### src/rtl/regfile_ctrl_pkg.sv
// Shared constants and state encoding for the register-file bus controller.
package regfile_ctrl_pkg;

  localparam int unsigned OP_W        = 2;
  localparam int unsigned NUM_GP_REGS = 8;

  localparam logic [OP_W-1:0] OP_NOP = 2'b00;
  localparam logic [OP_W-1:0] OP_LDI = 2'b01;
  localparam logic [OP_W-1:0] OP_RD  = 2'b10;
  localparam logic [OP_W-1:0] OP_MOV = 2'b11;

  typedef enum logic [1:0] {
    ST_IDLE   = 2'd0,
    ST_ACCEPT = 2'd1,
    ST_EXEC   = 2'd2,
    ST_RESP   = 2'd3
  } state_e;

endpackage

### src/rtl/regfile_bus_ctrl_rr_arbiter.sv
// Combinational round-robin arbiter: first active request at or after ptr wins.
module rr_arbiter
  import regfile_ctrl_pkg::*;
#(
  parameter  int unsigned NUM_REQ = 3,
  localparam int unsigned PTR_W   = $clog2(NUM_REQ)
) (
  input  logic [NUM_REQ-1:0] req,
  input  logic [PTR_W-1:0]   ptr,
  output logic [NUM_REQ-1:0] grant_c,
  output logic [PTR_W-1:0]   grant_idx_c
);

  logic [PTR_W-1:0] idx;
  logic             found;

  // Scan requesters in rotated order starting from the pointer.
  always_comb begin
    grant_c     = '0;
    grant_idx_c = '0;
    idx         = '0;
    found       = 1'b0;
    for (int i = 0; i < int'(NUM_REQ); i++) begin
      idx = PTR_W'((32'(ptr) + 32'(i)) % NUM_REQ);
      if (!found && req[idx]) begin
        found        = 1'b1;
        grant_c[idx] = 1'b1;
        grant_idx_c  = idx;
      end
    end
  end

endmodule

### src/rtl/regfile_bus_ctrl.sv
// Sequences one register transfer per accepted command and owns all regfile/bus strobes.
module regfile_bus_ctrl
  import regfile_ctrl_pkg::*;
#(
  parameter int unsigned NUM_REQ = 3,
  parameter int unsigned DATA_W  = 16,
  parameter int unsigned SEL_W   = 3
) (
  input  logic                      clock,
  input  logic                      reset,
  input  logic [NUM_REQ-1:0]        req_valid,
  input  logic [OP_W*NUM_REQ-1:0]   req_op,
  input  logic [SEL_W*NUM_REQ-1:0]  req_dst,
  input  logic [SEL_W*NUM_REQ-1:0]  req_src,
  input  logic [DATA_W*NUM_REQ-1:0] req_imm,
  output logic [NUM_REQ-1:0]        req_ready,
  output logic [NUM_REQ-1:0]        rsp_valid,
  output logic [DATA_W-1:0]         rsp_data,
  output logic                      busy,
  output logic                      reg_write,
  output logic                      reg_read,
  output logic [SEL_W-1:0]          input_select,
  output logic [SEL_W-1:0]          output_select,
  output logic                      bus_drive_en,
  output logic [DATA_W-1:0]         bus_drive_data,
  input  logic [DATA_W-1:0]         data_bus
);

  localparam int unsigned PTR_W = $clog2(NUM_REQ);

  state_e              state_q,     state_d;
  logic [PTR_W-1:0]    ptr_q,       ptr_d;
  logic [OP_W-1:0]     op_q,        op_d;
  logic [SEL_W-1:0]    dst_q,       dst_d;
  logic [SEL_W-1:0]    src_q,       src_d;
  logic [DATA_W-1:0]   imm_q,       imm_d;
  logic [NUM_REQ-1:0]  win_q,       win_d;
  logic [NUM_REQ-1:0]  req_ready_q, req_ready_d;
  logic [NUM_REQ-1:0]  rsp_valid_q, rsp_valid_d;
  logic [DATA_W-1:0]   rsp_data_q,  rsp_data_d;
  logic                busy_q,      busy_d;
  logic                reg_write_q, reg_write_d;
  logic                reg_read_q,  reg_read_d;
  logic [SEL_W-1:0]    in_sel_q,    in_sel_d;
  logic [SEL_W-1:0]    out_sel_q,   out_sel_d;
  logic                bus_en_q,    bus_en_d;
  logic [DATA_W-1:0]   bus_data_q,  bus_data_d;

  logic [NUM_REQ-1:0]  grant_c;
  logic [PTR_W-1:0]    grant_idx_c;

  rr_arbiter #(.NUM_REQ(NUM_REQ)) u_arb (
    .req         (req_valid),
    .ptr         (ptr_q),
    .grant_c     (grant_c),
    .grant_idx_c (grant_idx_c)
  );

  // Next state and next registered outputs; each output is staged one cycle ahead of its state.
  always_comb begin
    state_d     = state_q;
    ptr_d       = ptr_q;
    op_d        = op_q;
    dst_d       = dst_q;
    src_d       = src_q;
    imm_d       = imm_q;
    win_d       = win_q;
    req_ready_d = '0;
    rsp_valid_d = '0;
    rsp_data_d  = '0;
    reg_write_d = 1'b0;
    reg_read_d  = 1'b0;
    in_sel_d    = '0;
    out_sel_d   = '0;
    bus_en_d    = 1'b0;
    bus_data_d  = '0;

    unique case (state_q)
      ST_IDLE: begin
        if (|req_valid) begin
          state_d     = ST_ACCEPT;
          req_ready_d = grant_c;
          win_d       = grant_c;
          op_d        = req_op[32'(grant_idx_c)*OP_W +: OP_W];
          dst_d       = req_dst[32'(grant_idx_c)*SEL_W +: SEL_W];
          src_d       = req_src[32'(grant_idx_c)*SEL_W +: SEL_W];
          imm_d       = req_imm[32'(grant_idx_c)*DATA_W +: DATA_W];
          ptr_d       = (32'(grant_idx_c) == NUM_REQ - 1) ? '0 : grant_idx_c + PTR_W'(1);
        end
      end
      ST_ACCEPT: begin
        state_d = ST_EXEC;
        unique case (op_q)
          OP_LDI: begin
            bus_en_d    = 1'b1;
            bus_data_d  = imm_q;
            reg_write_d = 1'b1;
            in_sel_d    = dst_q;
          end
          OP_RD: begin
            reg_read_d = 1'b1;
            out_sel_d  = src_q;
          end
          OP_MOV: begin
            reg_read_d  = 1'b1;
            out_sel_d   = src_q;
            reg_write_d = 1'b1;
            in_sel_d    = dst_q;
          end
          default: ;
        endcase
      end
      ST_EXEC: begin
        state_d     = ST_RESP;
        rsp_valid_d = win_q;
        if (op_q == OP_RD) rsp_data_d = data_bus;
      end
      ST_RESP: begin
        state_d = ST_IDLE;
      end
      default: state_d = ST_IDLE;
    endcase

    busy_d = (state_d != ST_IDLE);
  end

  // State and output registers; reset drops any in-flight command.
  always_ff @(posedge clock) begin
    if (reset) begin
      state_q     <= ST_IDLE;
      ptr_q       <= '0;
      op_q        <= '0;
      dst_q       <= '0;
      src_q       <= '0;
      imm_q       <= '0;
      win_q       <= '0;
      req_ready_q <= '0;
      rsp_valid_q <= '0;
      rsp_data_q  <= '0;
      busy_q      <= 1'b0;
      reg_write_q <= 1'b0;
      reg_read_q  <= 1'b0;
      in_sel_q    <= '0;
      out_sel_q   <= '0;
      bus_en_q    <= 1'b0;
      bus_data_q  <= '0;
    end else begin
      state_q     <= state_d;
      ptr_q       <= ptr_d;
      op_q        <= op_d;
      dst_q       <= dst_d;
      src_q       <= src_d;
      imm_q       <= imm_d;
      win_q       <= win_d;
      req_ready_q <= req_ready_d;
      rsp_valid_q <= rsp_valid_d;
      rsp_data_q  <= rsp_data_d;
      busy_q      <= busy_d;
      reg_write_q <= reg_write_d;
      reg_read_q  <= reg_read_d;
      in_sel_q    <= in_sel_d;
      out_sel_q   <= out_sel_d;
      bus_en_q    <= bus_en_d;
      bus_data_q  <= bus_data_d;
    end
  end

  assign req_ready      = req_ready_q;
  assign rsp_valid      = rsp_valid_q;
  assign rsp_data       = rsp_data_q;
  assign busy           = busy_q;
  assign reg_read       = reg_read_q;
  assign input_select   = in_sel_q;
  assign output_select  = out_sel_q;
  assign bus_drive_en   = bus_en_q;
  assign bus_drive_data = bus_data_q;
  // Gated by reset so a write strobe can never land on the same edge as the regfile clear.
  assign reg_write      = reg_write_q & ~reset;

endmodule
### config.mk
export PLATFORM = sky130hd
export DESIGN_NAME = regfile_bus_ctrl
export DESIGN_NICKNAME = d
export VERILOG_FILES = /design/src/rtl/regfile_ctrl_pkg.sv /design/src/rtl/regfile_bus_ctrl_rr_arbiter.sv /design/src/rtl/regfile_bus_ctrl.sv
export SDC_FILE = /design/constraint.sdc
export NUM_CORES = 1
export LEC_CHECK = 0
export CORE_UTILIZATION = 39
export CTS_CLUSTER_DIAMETER = 150
export DETAILED_ROUTE_END_ITERATION = 12
export GPL_TIMING_DRIVEN = 0
export PLACE_DENSITY_LB_ADDON = 0.12
export SLEW_MARGIN = 10
export SYNTH_ARGS = -nofsm -noshare
export SYNTH_HDL_FRONTEND = slang
export SYNTH_HIERARCHICAL = 1
export SYNTH_SLANG_ARGS = --single-unit
export TNS_END_PERCENT = 30
### constraint.sdc
create_clock -name clock -period 2.4 [get_ports clock]
set_input_delay 0.48 -clock clock [delete_from_list [all_inputs] [get_ports clock]]
set_output_delay 0.48 -clock clock [all_outputs]
set_load 0.03 [all_outputs]
==> implementation parameters, run 1 <==
Parameter                              Value

Timing
  Slew HR ... 64.4%
  Setup skew after layout ... 8.56 ps
  Worst-margin pin slew ... 534 ps
  Final count of pins violating max slew ... 0
  Setup-failing EPs final ... 20
  Final worst path period share ... 103%
  Total count of hold-check failures in the final report ... 0
  Highest Clock Rate ... 405 MHz
  Tmin final ... 2470 ps
  RSZ-0062 raised after global routing ... yes
  Final Worst Setup Slack ... -71.5 ps

Global routing
  First-pass GRT wire length ... 12500 um
  GR Layer Usage met1 ... 22.8%
  Most crowded layer after global routing ... met2
  Met3 capacity usage during global routing ... 4.86%
  GRT Util Overall ... 18.2%
  Total congestion overflow after global routing ... 0
  Pin count of the biggest net entering global routing ... 15
  Met2 layer usage reported by global route ... 29.9%
  Number of antenna violations at the first check in global routing ... 0
  Vias in the first global route ... 2642

Synth
  Register bit count reported by yosys ... 79
  Average instance area after synthesis ... 10.9 um^2
  Number of library cell types mapped by synthesis ... 37
  Post-synthesis net count ... 412
  Post-synthesis cell count ... 312
  Number of synthesized flops with an enable pin ... 0
  Proportion of synthesized flip-flops having asynchronous set or reset ... 0%
  Register area share after synthesis ... 46.6%
  Synth Flop Type ... dfxtp_1
  Number of warnings printed during yosys synthesis ... 6
  Area of the mapped netlist ... 3400 um^2

Worst hold path
  Cell count of the worst hold path ... 2
  Min-Delay Endpoint ... state_q[1]$_SDFF_PP0_
  Worst min-delay path class ... primary input to register
  Min-delay src ... reset

Placed design
  Final HPWL from detailed placement ... 6120 um
  Area after DPL ... 4920 um^2
  Number of buffers inserted by port buffering ... 139
  Last weighted congestion value of the routability-driven placer ... 0.815
  DP Worst Slack ... -614 ps

Routing
  Detailed Route Iter0 Violations ... 74
  Routed length per placed instance ... 14.7 um
  # DRC ... 0
  Wire length reported by the detailed router ... 8500 um
  DR vias ... 2847
  Final ANT Viol Nets ... 0
  First-pass iteration count of the detailed router ... 4
  Via density per instance ... 4.91

Die
  Die ar. ... 9080 um^2
  Number of top-level pins ... 141
  Core Region ... 8340 um^2
  Standard-cell rows ... 33
  Die boundary width ... 95.3 um
  Starting density of the core ... 40.7%
  Vertical die dimension ... 95.3 um

Setup path
  Category of the most critical setup path ... register to register
  R2R Path End ... imm_q[4]$_SDFFE_PP0P_
  Max FO, Critical Path ... 10
  Required time of the worst setup path ... 2600 ps
  Critical Path AT ... 2680 ps
  Setup crit start kind ... register
  Depth of the most critical reg-to-reg path ... 12
  Worst reg2reg setup slack ... -70 ps
  Worst R2R Start ... ptr_q[1]$_SDFFE_PP0P_
  Nature of the critical path endpoint ... register

CTS
  CTS H-Tree Depth ... 3
  Buffer type at the clock tree root ... clkbuf_8
  Buffer levels on the longest clock path ... 2
  TritonCTS clock tree ... done
  Clock latency reported for the late side of the worst-skew pair ... 340 ps
  Clk pin slew, worst setup/hold paths ... 90 ps
  Count of hold-fix buffers inserted at cts ... 0
  Number of buffers created by CTS ... 9
  Number of clock sinks ... 79

Pwr
  Maximum ir drop on the vdd rail ... 0.000647 V
  Static Leak ... 2.13 nW
  Power density over cell area ... 1190 nW/um^2

Cells and area
  Layout net count ... 570
  Post-route cell area ... 5430 um^2
  Commonest cells after routing, fill and taps aside ... clkdlybuf4s50_1 (136), dfxtp_1 (77), and2_1 (44), nor2_1 (26), nor3_1 (22)
  Final core area utilization ... 65.1%
  Ant diodes ... 0
  Area growth from synthesis to layout ... 59.9%
  Fillers ... 668
  Share of cells above drive strength 1 ... 23.6%
  Most common cell after layout, fill and taps aside ... clkdlybuf4s50_1

Run
  Max_cap viols ... 0

Status
  Status ... complete, but fails checks
  Failing checks ... negative setup slack
-- timing repair --
action / 4_1_cts / 5_1_grt
pin swaps: 1 / 7
cloned: 0 / 1
resized for setup: 11 / 34
setup endpoints to repair: 24 / 26
buffers inserted: 2 / 5
-- power breakdown --
part           internal (W)  switching [W]
sequential          0.00163       0.000150
clock              0.000727       0.000496
combinational       0.00172        0.00173
-- how the worst max path moves through the flow --
stage,end,slack [ps],start
after floorplan,imm_q[9]$_SDFFE_PP0P_,100,ptr_q[1]$_SDFFE_PP0P_
after global placement,dst_q[2]$_SDFFE_PP0P_,-590,req_valid[1]
after detailed placement,op_q[1]$_SDFFE_PP0P_,-610,req_valid[1]
after CTS,src_q[0]$_SDFFE_PP0P_,-70,ptr_q[1]$_SDFFE_PP0P_
after global routing,imm_q[8]$_SDFFE_PP0P_,-160,ptr_q[0]$_SDFFE_PP0P_
final,imm_q[4]$_SDFFE_PP0P_,-70,ptr_q[1]$_SDFFE_PP0P_
-- Yosys cell counts, types with 2 or more instances --
library cell  count  area, um^2
a21oi_1          11        55.1
a221oi_1          5        43.8
a221oi_2         19         285
and2_1           44         275
and3b_1           2        17.5
buf_2             5        25.0
buf_4             4        30.0
buf_6             8        90.1
clkbuf_1          4        15.0
dfxtp_1          79        1580
ha_1              7        87.6
inv_1             8        30.0
mux2_2            5        56.3
mux2_4           19         285
mux2i_1           3        30.0
nand2_1          12        45.0
nor2_1           27         101
nor2b_1           4        25.0
nor2b_4           2        27.5
nor3_1           25         125
o22ai_1           2        12.5
or2_1             2        12.5
-- cell type report --
class | count | area [um^2] | share of cell area [%]
clock buffer | 10 | 138 | 2.53
inverter | 8 | 32.5 | 0.599
sequential | 79 | 1590 | 29.3
buffer | 21 | 198 | 3.64
clock inverter | 6 | 115 | 2.12
tap | 105 | 131 | 2.42
timing repair buffer | 147 | 1470 | 27.0
multi-input combinational | 204 | 1760 | 32.4
-- worst max-delay path: stages (launching register included) --
cell and delay [ps]:
dfxtp_4 390, inv_4 50, ha_4 150, buf_8 130
mux2i_4 190, o22ai_4 210, a311oi_2 70, a21oi_2 160
buf_6 190, buf_12 160, mux2_4 320, a221oi_2 230
nor3_1 80
-- cell families after synthesis --
group                      after synthesis  synth area share, %
and+or+nand+nor                        122                 19.5
DFF                                     79                 46.6
AOI/OAI and AO/OA                       48                 14.8
buffers and inverters                   29                 5.60
muxes                                   27                 10.9
adders and majority gates                7                 2.58
-- state kept, by name, summed over array words and instances, names as in the netlist --
signal	flops
reg_read	1
rsp_data	16
input_select	3
reg_write_q	1
req_ready	3
win_q	3
busy	1
state_q	2
op_q	2
imm_q	16
ptr_q	2
output_select	3
bus_drive_data	16
dst_q	3
bus_drive_en	1
src_q	3
rsp_valid	3
-- metal layers --
| metal | up-vias | part of all wire, % |
|---|---|---|
| met3 | 10 | 7.6 |
| li1 | 1409 | - |
| met5 | - | 0 |
| met4 | 0 | 1.4 |
| met1 | 1317 | 43 |
| met2 | 111 | 48 |
-- stage by stage --
stage                     setup TNS [ps]  hold slack (ps)  total power [W]  instances
after detailed placement          -14080              439          0.00468        556
after global placement            -13450              436          0.00462        556
after global routing               -2850              363          0.00683        580
after CTS                           -905              361          0.00601        574
final                               -761              386          0.00646        580
after floorplan                        0              430          0.00397        312
Power figures use the tool's default switching activity.
==> run 2: changes to the inputs <==
--- a/config.mk
+++ b/config.mk
@@ -6,10 +6,12 @@
 export NUM_CORES = 1
 export LEC_CHECK = 0
 export CORE_UTILIZATION = 39
+export CTS_BUF_LIST = sky130_fd_sc_hd__clkbuf_4
 export CTS_CLUSTER_DIAMETER = 150
 export DETAILED_ROUTE_END_ITERATION = 12
 export GPL_TIMING_DRIVEN = 0
 export PLACE_DENSITY_LB_ADDON = 0.12
+export RECOVER_POWER = 50
 export SLEW_MARGIN = 10
 export SYNTH_ARGS = -nofsm -noshare
 export SYNTH_HDL_FRONTEND = slang
==> implementation parameters, run 2 (synthesis results as in run 1) <==
Parameter                              Value

Setup path
  CP max stage cell ... dfxtp_2
  Nature of the critical path endpoint ... register
  Critical Path AT ... 2690 ps
  Required time of the worst setup path ... 2680 ps
  Depth of the most critical reg-to-reg path ... 12
  Max FO, Critical Path ... 8
  Buffers & Inverters on Critical Path ... 4
  CP Launch Point ... ptr_q[1]$_SDFFE_PP0P_
  Cell-by-cell listing of the critical path ... inv_2 > ha_4 > buf_8 > mux2i_4 > o22ai_4 > a311oi_2 > a21oi_2 > buf_6 > buf_4 > mux2_2 > a221oi_1 > nor3_1
  R2R Path End ... op_q[0]$_SDFFE_PP0P_
  Slowest stage delay, CP ... 350 ps
  Category of the most critical setup path ... register to register
  Worst R2R Start ... ptr_q[1]$_SDFFE_PP0P_
  Critical Path End ... op_q[0]$_SDFFE_PP0P_
  Top delay family on crit path ... compound AO/OA/AOI/OAI gates
  Number of gates on the worst path with buffers counted ... 12
  Setup crit start kind ... register
  Worst reg2reg setup slack ... -7 ps

Timing
  RSZ-0062 raised after global routing ... yes
  Setup-failing EPs final ... 2
  Total count of hold-check failures in the final report ... 0
  Hold_ws ... 311 ps
  Final worst path period share ... 100%
  Slew HR ... 64.5%
  Tmin final ... 2410 ps
  Final count of pins violating max slew ... 0
  Worst-margin pin slew ... 533 ps
  Highest Clock Rate ... 415 MHz
  Setup skew after layout ... 9.50 ps
  Final Worst Setup Slack ... -7.05 ps

Die
  Core Region ... 8340 um^2
  Die boundary width ... 95.3 um
  Number of top-level pins ... 141
  Vertical die dimension ... 95.3 um
  Die ar. ... 9080 um^2
  Standard-cell rows ... 33
  Starting density of the core ... 40.7%

Worst hold path
  Worst min-delay path class ... primary input to register

Status
  Failing checks ... negative setup slack
  Status ... complete, but fails checks

Placed design
  Final HPWL from detailed placement ... 6120 um
  DP Worst Slack ... -614 ps
  Placed insts ... 556
  Number of buffers inserted by port buffering ... 139
  Last weighted congestion value of the routability-driven placer ... 0.815

Cells and area
  Ant diodes ... 0
  Area growth from synthesis to layout ... 57.4%
  Commonest cells after routing, fill and taps aside ... clkdlybuf4s50_1 (136), dfxtp_1 (77), and2_1 (31), nor2_1 (26), nor3_1 (23)
  Share of cells above drive strength 1 ... 22.5%
  Most common cell after layout, fill and taps aside ... clkdlybuf4s50_1
  Post-route insts no fill ... 581
  Layout net count ... 571
  Final core area utilization ... 64.1%

CTS
  CTS H-Tree Depth ... 3
  Buffer levels on the longest clock path ... 2
  Clk pin slew, worst setup/hold paths ... 130 ps
  Number of clock sinks ... 79
  Number of buffers created by CTS ... 9
  Count of hold-fix buffers inserted at cts ... 0
  TritonCTS clock tree ... done
  Clock latency reported for the late side of the worst-skew pair ... 400 ps
  Buffer type at the clock tree root ... clkbuf_4

Routing
  Routed length per placed instance ... 14.5 um
  Via density per instance ... 4.91
  Detailed Route Iter0 Violations ... 68
  Final ANT Viol Nets ... 0
  # DRC ... 0
  First-pass iteration count of the detailed router ... 4
  Wire length reported by the detailed router ... 8420 um
  DR vias ... 2853

Run
  Max_cap viols ... 0

Pwr
  Total power after layout ... 0.00619 W
  Maximum ir drop on the vdd rail ... 0.000613 V
  Static Leak ... 2.09 nW
  Power density over cell area ... 1160 nW/um^2

Global routing
  First-pass GRT wire length ... 12500 um
  Most crowded layer after global routing ... met2
  Met2 layer usage reported by global route ... 30.6%
  GR Layer Usage met1 ... 22.0%
  Vias in the first global route ... 2654
  GRT Util Overall ... 18.0%
  Pin count of the biggest net entering global routing ... 15
  Number of antenna violations at the first check in global routing ... 0
  Total congestion overflow after global routing ... 0
  Met3 capacity usage during global routing ... 3.67%
-- run 2: through the flow --
stage          TNS (ps)  area (um^2)
3_5_place_dp     -14080         4920
2_1_floorplan         0         3400
4_1_cts           -13.3         5180
6_report          -13.2         5350
3_3_place_gp     -13450         4920
5_1_grt           -1720         5350
-- run 2: cell type report --
class | count | area [um^2]
well taps | 105 | 131
flip-flops and latches | 79 | 1590
fillers | 691 | 2990
repair buffers | 148 | 1480
multi-input cells | 204 | 1750
clock inverters | 7 | 119
clock buffers | 9 | 67.6
plain buffers | 21 | 186
inverters | 8 | 30.0
-- run 2: worst register-to-register path, delay by kind of cell, from the launching register on --
kind	cells	cell delay, ps
compound gates	4	690
mux	2	540
buf+inv	4	510
flops	1	350
fa+ha+maj	1	150
simple gates	1	80
-- run 2: power by group --
group / internal (W) / switching [W] / total, W
registers: 0.00163 / 0.000136 / 0.00176
clock network: 0.000531 / 0.000468 / 0.000999
logic: 0.00171 / 0.00172 / 0.00343
-- run 2: per-layer routing --
metal	vias up	share of wire, %
met5	-	0
met4	0	1.2
met3	7	7.4
met2	116	48
met1	1321	43
li1	1409	-
-- run 2: repair_timing --
| action | 4_1_cts | 5_1_grt |
|---|---|---|
| endpoints found under the setup margin | 24 | 25 |
| resized for setup | 15 | 24 |
| pin swaps | 3 | 14 |
| buffers inserted | 4 | 4 |
| cloned | 0 | 1 |
-- run 2: worst min path at each step --
stage	from	end	slack (ps)	depth (start not counted)
after CTS	reset	state_q[1]$_SDFF_PP0_	270	2
after global placement	imm_q[9]$_SDFFE_PP0P_	bus_drive_data[9]$_SDFF_PP0_	440	1
after global routing	reset	state_q[0]$_SDFF_PP0_	280	2
after detailed placement	imm_q[1]$_SDFFE_PP0P_	bus_drive_data[1]$_SDFF_PP0_	440	1
after floorplan	win_q[0]$_SDFFE_PP0P_	rsp_valid[0]$_SDFF_PP0_	430	1
final	reset	state_q[1]$_SDFF_PP0_	310	2
